### src/rtl/uart_tx_periph.sv
// Memory-mapped 8N1 UART transmitter with TX FIFO, STATUS register and store stall.
// Define UART_PARITY_EN for 8E1 frames (even parity bit after the data bits).
module uart_tx_periph #(
  parameter int          CLKS_PER_BIT = 434,
  parameter int          FIFO_DEPTH   = 8,
  parameter logic [31:0] BASE_ADDR    = 32'h1000_0004
) (
  input  logic        clk,
  input  logic        reset_n,
  input  logic        wr_en,
  input  logic        rd_en,
  input  logic [31:0] addr,
  input  logic [31:0] wdata,
  output logic [31:0] rdata,
  output logic        stall,
  output logic        tx,
  output logic        tx_busy
);

  localparam int AW = $clog2(FIFO_DEPTH);
  localparam int CW = AW + 1;
  localparam int BW = $clog2(CLKS_PER_BIT);

`ifdef UART_PARITY_EN
  typedef enum logic [2:0] {
    IDLE, START, DATA, PARITY, STOP
  } state_t;
`else
  typedef enum logic [1:0] {
    IDLE, START, DATA, STOP
  } state_t;
`endif

  state_t state, state_next;

  logic [7:0]    mem [FIFO_DEPTH];
  logic [AW-1:0] wr_ptr, rd_ptr;
  logic [CW-1:0] count;
  logic [3:0]    cnt4;
  logic          full, empty;
  logic          hit_tx, hit_st;
  logic          push, pop;

  logic [BW-1:0] baud_cnt;
  logic          baud_done;
  logic [2:0]    bit_cnt;
  logic [7:0]    shift;
  logic          tx_next;
`ifdef UART_PARITY_EN
  logic          parity;
`endif

  logic unused_wdata;
  assign unused_wdata = ^wdata[31:8];

  assign hit_tx = (addr == BASE_ADDR);
  assign hit_st = (addr == BASE_ADDR + 32'd4);
  assign full   = (count == CW'(FIFO_DEPTH));
  assign empty  = (count == '0);
  // full is registered, so a same-cycle pop never frees a slot for this push
  assign push   = wr_en && hit_tx && !full;
  assign stall  = wr_en && hit_tx && full;

  assign baud_done = (baud_cnt == BW'(CLKS_PER_BIT - 1));
  assign tx_busy   = (state != IDLE) || !empty;

  always_ff @(posedge clk) begin
    if (push) mem[wr_ptr] <= wdata[7:0];
  end

  always_ff @(posedge clk or negedge reset_n) begin
    if (!reset_n) begin
      wr_ptr <= '0;
      rd_ptr <= '0;
      count  <= '0;
    end else begin
      if (push) wr_ptr <= wr_ptr + AW'(1);
      if (pop)  rd_ptr <= rd_ptr + AW'(1);
      if (push && !pop)
        count <= count + CW'(1);
      else if (pop && !push)
        count <= count - CW'(1);
    end
  end

  always_comb begin
    state_next = state;
    pop        = 1'b0;
    tx_next    = 1'b1;
    unique case (state)
      IDLE: begin
        if (!empty) begin
          pop        = 1'b1;
          state_next = START;
        end
      end
      START: begin
        tx_next = 1'b0;
        if (baud_done) state_next = DATA;
      end
      DATA: begin
        tx_next = shift[0];
        if (baud_done && bit_cnt == 3'd7) begin
`ifdef UART_PARITY_EN
          state_next = PARITY;
`else
          state_next = STOP;
`endif
        end
      end
`ifdef UART_PARITY_EN
      PARITY: begin
        tx_next = parity;
        if (baud_done) state_next = STOP;
      end
`endif
      STOP: begin
        if (baud_done) state_next = IDLE;
      end
      default: state_next = IDLE;
    endcase
  end

  // tx is registered: the line lags the state by one clock
  always_ff @(posedge clk or negedge reset_n) begin
    if (!reset_n) begin
      state    <= IDLE;
      baud_cnt <= '0;
      bit_cnt  <= '0;
      shift    <= '0;
      tx       <= 1'b1;
`ifdef UART_PARITY_EN
      parity   <= 1'b0;
`endif
    end else begin
      state <= state_next;
      tx    <= tx_next;
      if (state == IDLE || baud_done)
        baud_cnt <= '0;
      else
        baud_cnt <= baud_cnt + BW'(1);
      if (pop) begin
        shift   <= mem[rd_ptr];
        bit_cnt <= '0;
`ifdef UART_PARITY_EN
        parity  <= ^mem[rd_ptr];
`endif
      end else if (state == DATA && baud_done) begin
        shift   <= {1'b0, shift[7:1]};
        bit_cnt <= bit_cnt + 3'd1;
      end
    end
  end

  always_comb begin
    cnt4 = '0;
    for (int i = 0; i < CW && i < 4; i++)
      cnt4[i] = count[i];
  end

  always_comb begin
    rdata = '0;
    if (rd_en && hit_st)
      rdata = {24'b0, cnt4, 1'b0, empty, full, tx_busy};
  end

endmodule
### config.mk
export PLATFORM = sky130hd
export DESIGN_NAME = uart_tx_periph
export DESIGN_NICKNAME = d
export VERILOG_FILES = /design/src/rtl/uart_tx_periph.sv
export SDC_FILE = /design/constraint.sdc
export NUM_CORES = 1
export LEC_CHECK = 0
export ABC_AREA = 1
export BUFFER_PORTS_ARGS = -buffer_cell sky130_fd_sc_hd__buf_4
export CAP_MARGIN = 20
export CORE_ASPECT_RATIO = 1.5
export CORE_UTILIZATION = 45
export DETAILED_ROUTE_END_ITERATION = 8
export HOLD_SLACK_MARGIN = 0.12
export PLACE_DENSITY = 0.77
export SYNTH_ARGS = -nofsm -noshare
export SYNTH_HDL_FRONTEND = slang
export SYNTH_SLANG_ARGS = --single-unit
export TNS_END_PERCENT = 10
### constraint.sdc
create_clock -name clk -period 2.7 [get_ports clk]
set_clock_uncertainty 0.05 [all_clocks]
set_input_delay 0.405 -clock clk [delete_from_list [all_inputs] [get_ports clk]]
set_output_delay 0.405 -clock clk [all_outputs]
set_load 0.1 [all_outputs]
==> out/summary.log <==
INFO  run_status     outcome=finished, final reports clean
INFO  min_path       hold_path_class=input port to register
INFO  critical_path  cp-start-kind=register
INFO  timing         setup_viol=0
INFO  place          port-buffer-count=53
INFO  critical_path  worst-endpoint-arrival=2.52ns
INFO  global_routing global_route.overflow_total=0
INFO  timing         timing.final.crit_share=86.6%
INFO  cells_and_area drive_gt1_share=16.6%
INFO  synth          post_synth_instance_area=0.00481mm^2
INFO  global_routing via_count_of_the_first_global_routing_pass=3,450
INFO  place          gp_congestion=0.768
INFO  place          hpwl=6740um
INFO  drt            drt-pass1-iter-count=5
INFO  cells_and_area finish.net_count=654
INFO  cells_and_area n_fill_cell=926
INFO  critical_path  kind_of_end_point_of_the_critical_path=register
INFO  synth          synth_enable_flop_cells=64
INFO  critical_path  critical-path-top-cell-by-count=sky130_fd_sc_hd__nand2_1
INFO  floorplan      top_level_ports=103
INFO  critical_path  rrSetupSlack=0.36ns
INFO  synth          ys_async_sr_fraction=34.0%
INFO  cells_and_area fin_area=0.00566mm^2
INFO  timing         worstMarginPinSlew=0.555ns
INFO  timing         rsz_0062_raised_after_global_routing=no
INFO  clocking       cts_setup_buffers=0
INFO  timing         worst_slew_margin_rel=63.0%
INFO  synth          synth-seq-cells=97
INFO  power          ir_worst_vdd=484uV
INFO  clocking       root_buffer_selected_by_cts=sky130_fd_sc_hd__clkbuf_16
INFO  min_path       hold_start=wdata[3]
INFO  clocking       cts-buffers-inserted=9
INFO  drt            num_vias=3,518
INFO  global_routing grt_start_max_net_pins=34
INFO  clocking       insertion_delay=0.34ns
INFO  cells_and_area ant_diodes=0
INFO  cells_and_area post_layout_nonfiller_instances=718
INFO  synth          synth_seq_area_share=57.2%
INFO  place          dp_worst_setup_slack=0.172ns
INFO  floorplan      die_area=0.0111mm^2
INFO  place          placed_cells_incl_taps=701
INFO  min_path       hold_end=mem[4][3]
INFO  drt            final_antenna_net_count=0
INFO  floorplan      design.core.area=0.0102mm^2
INFO  timing         worst_slack=0.362ns
INFO  clocking       cts_sinks=97
INFO  clocking       tritoncts=yes
INFO  critical_path  regToRegEndpoint=cnt4[3]
INFO  synth          yosysWarnings=0
INFO  synth          synth_ff_type=sky130_fd_sc_hd__edfxtp_1
INFO  critical_path  r2r.worst_path.cells=12
INFO  min_path       holdPathStages=1
INFO  drt            first_iter_violations=223
INFO  timing         finalMaxSlewViolations=0
INFO  timing         fmax=428MHz
INFO  timing         totalNegativeSetupSlack=0ns
INFO  critical_path  worst_ep_required_time=2.88ns
INFO  clocking       cts.path.max_buffers=2
INFO  clocking       cts_max_level=3
INFO  critical_path  reg2reg_from=cnt4[1]
INFO  global_routing grt_pass1_wl=16,000um
INFO  critical_path  critical_path.cell_chain=nor2_2, nand3_1, inv_1, nor2_1, ha_1, inv_1, ha_1, a21oi_1, nand2_1, xor2_1, nand2_1, nand2_1
INFO  critical_path  crit_type=register to register
INFO  floorplan      floorplan.die.height=129um
INFO  floorplan      initial_core_util=46.9%
INFO  synth          synthesis.instances=509
INFO  place          placed_area=0.00529mm^2
INFO  floorplan      std_cell_rows=45
INFO  critical_path  crit_path_top_delay_cell=sky130_fd_sc_hd__dfrtp_1
INFO  floorplan      floorplan.die.width=86.4um
INFO  power          p_leak=2.51nW
INFO  global_routing grt_antenna_before_repair=0
INFO  clocking       path_clk_slew=0.06ns
INFO  global_routing grt_util_all_layers=19.1%
INFO  drt            drc_viols=0
INFO  drt            drt-wirelength-per-cell=13.6um
INFO  power          finalPower=3.33mW
INFO  drt            drt_wl_total=9790um
INFO  timing         period_minus_slack=2.34ns
INFO  synth          netlist-cell-type-count=32
INFO  critical_path  highest_fanout_seen_on_the_critical_path=8
INFO  drt            via_per_inst=4.90
INFO  power          pwr_density_cell=589mW/mm^2
INFO  synth          average_footprint_of_a_synthesized_cell=9.45um^2
INFO  timing         hold_viol_final=0
INFO  critical_path  crit_path_max_incr_delay=0.45ns
INFO  run            maxCapViolations=0
INFO  cells_and_area area_delta_synth_final=17.7%
==> routing by layer <==
metal | part of all wire, % | global-route usage, % | routed length (um) | up-vias
met1 | 37 | 20.7 | 3650 | 1670
met4 | 3.1 | 10.7 | 305 | 0
met3 | 3.4 | 3.21 | 328 | 25
met2 | 56 | 34.9 | 5510 | 88
li1 | - | - | - | 1735
met5 | 0 | 0 | 0 | -
==> cell usage after synthesis, types with 6 or more instances <==
cell,n,area share [%]
sky130_fd_sc_hd__buf_2,8,0.83
sky130_fd_sc_hd__nand4_1,6,0.78
sky130_fd_sc_hd__a21oi_1,12,1.2
sky130_fd_sc_hd__nor3_1,6,0.62
sky130_fd_sc_hd__o21ai_0,14,1.5
sky130_fd_sc_hd__nand3_1,40,4.2
sky130_fd_sc_hd__buf_4,28,4.4
sky130_fd_sc_hd__ha_1,13,3.4
sky130_fd_sc_hd__nand2_1,154,12
sky130_fd_sc_hd__edfxtp_1,64,40
sky130_fd_sc_hd__nor2_1,54,4.2
sky130_fd_sc_hd__inv_1,39,3.0
sky130_fd_sc_hd__dfrtp_1,32,17
==> report_power, final <==
part | internal (mW) | switching [mW] | leakage, nW
clock | 0.999 | 0.518 | 0.170
combinational | 0.0443 | 0.186 | 1.36
sequential | 1.59 | 0.00000000230 | 0.978
==> critical path: cells and delay by family, from the launching register on <==
family	cells	cell delay (ns)
adders and majority gates	2	0.51
AOI/OAI and AO/OA	1	0.16
DFF	1	0.45
xor gates and xnor gates	1	0.14
buffers and inverters	2	0.25
and+or+nand+nor	6	0.68
==> layout by cell type, fill, tap and decap left out, drive strengths merged <==
cell and instances:
clkinvlp 1, conb 25, nand2 157, dfrtp 32, a21oi 12, dlygate4sd3 1
nor2 58, o21ai 15, xnor2 3, o211ai 2, dfstp 1, clkinv 1
nand3 41, and3 2, fa 1, nor3b 5, clkbuf 11, ha 13
buf 65, nand4 6, o21bai 1, nor3 10, bufinv 4, inv 42
xor2 4, edfxtp 64
==> logic make-up after synthesis <==
family,count (synthesis),share of synthesized area (%)
DFF,97,57.2
xor gates and xnor gates,7,1.27
and+or+nand+nor,279,25.3
adders and majority gates,14,3.80
AOI/OAI and AO/OA,30,3.36
buffers and inverters,81,9.03
other,1,0.0780
==> per-stage QoR <==
step	utilization, %	hold WS, ns
CTS	55.3	0.237
global route	55.3	0.242
finish	55.3	0.243
floorplan	-	0.0594
global placement	51.6	0.318
detailed placement	51.6	0.324
==> worst max-delay path by stage <==
stage                        start        to  slack, ns  depth (start not counted)
after floorplan            addr[1]  rdata[0]      -0.80                          5
after global placement    addr[23]   cnt4[3]       0.28                         16
after detailed placement  addr[27]   cnt4[3]       0.17                         16
after CTS                  cnt4[1]   cnt4[3]       0.35                         12
after global routing       cnt4[1]   cnt4[3]       0.18                         12
final                      cnt4[1]   cnt4[3]       0.36                         12
==> layout make-up <==
class | count | area (um^2) | area share (%)
clock inverters | 5 | 128 | 2.25
repair buffers | 66 | 498 | 8.80
flip-flops and latches | 97 | 2750 | 48.6
multi-input cells | 355 | 1720 | 30.3
clock buffers | 11 | 233 | 4.11
well taps | 141 | 176 | 3.12
inverters | 43 | 161 | 2.85
==> sequential cells by signal, summed over array words and instances, names as in the netlist <==
register,cells
baud_cnt,9
mem,64
rd_ptr,3
wr_ptr,3
bit_cnt,3
cnt4,4
state,2
tx,1
shift,8
==> repair_timing <==
action | 4_1_cts | 5_1_grt
setup endpoints to repair | 0 | 0
resized for setup | 0 | 0
hold endpoints to repair | 32 | 0
hold buffers | 1 | 0
Note: power is estimated with default switching activity, not from simulation.
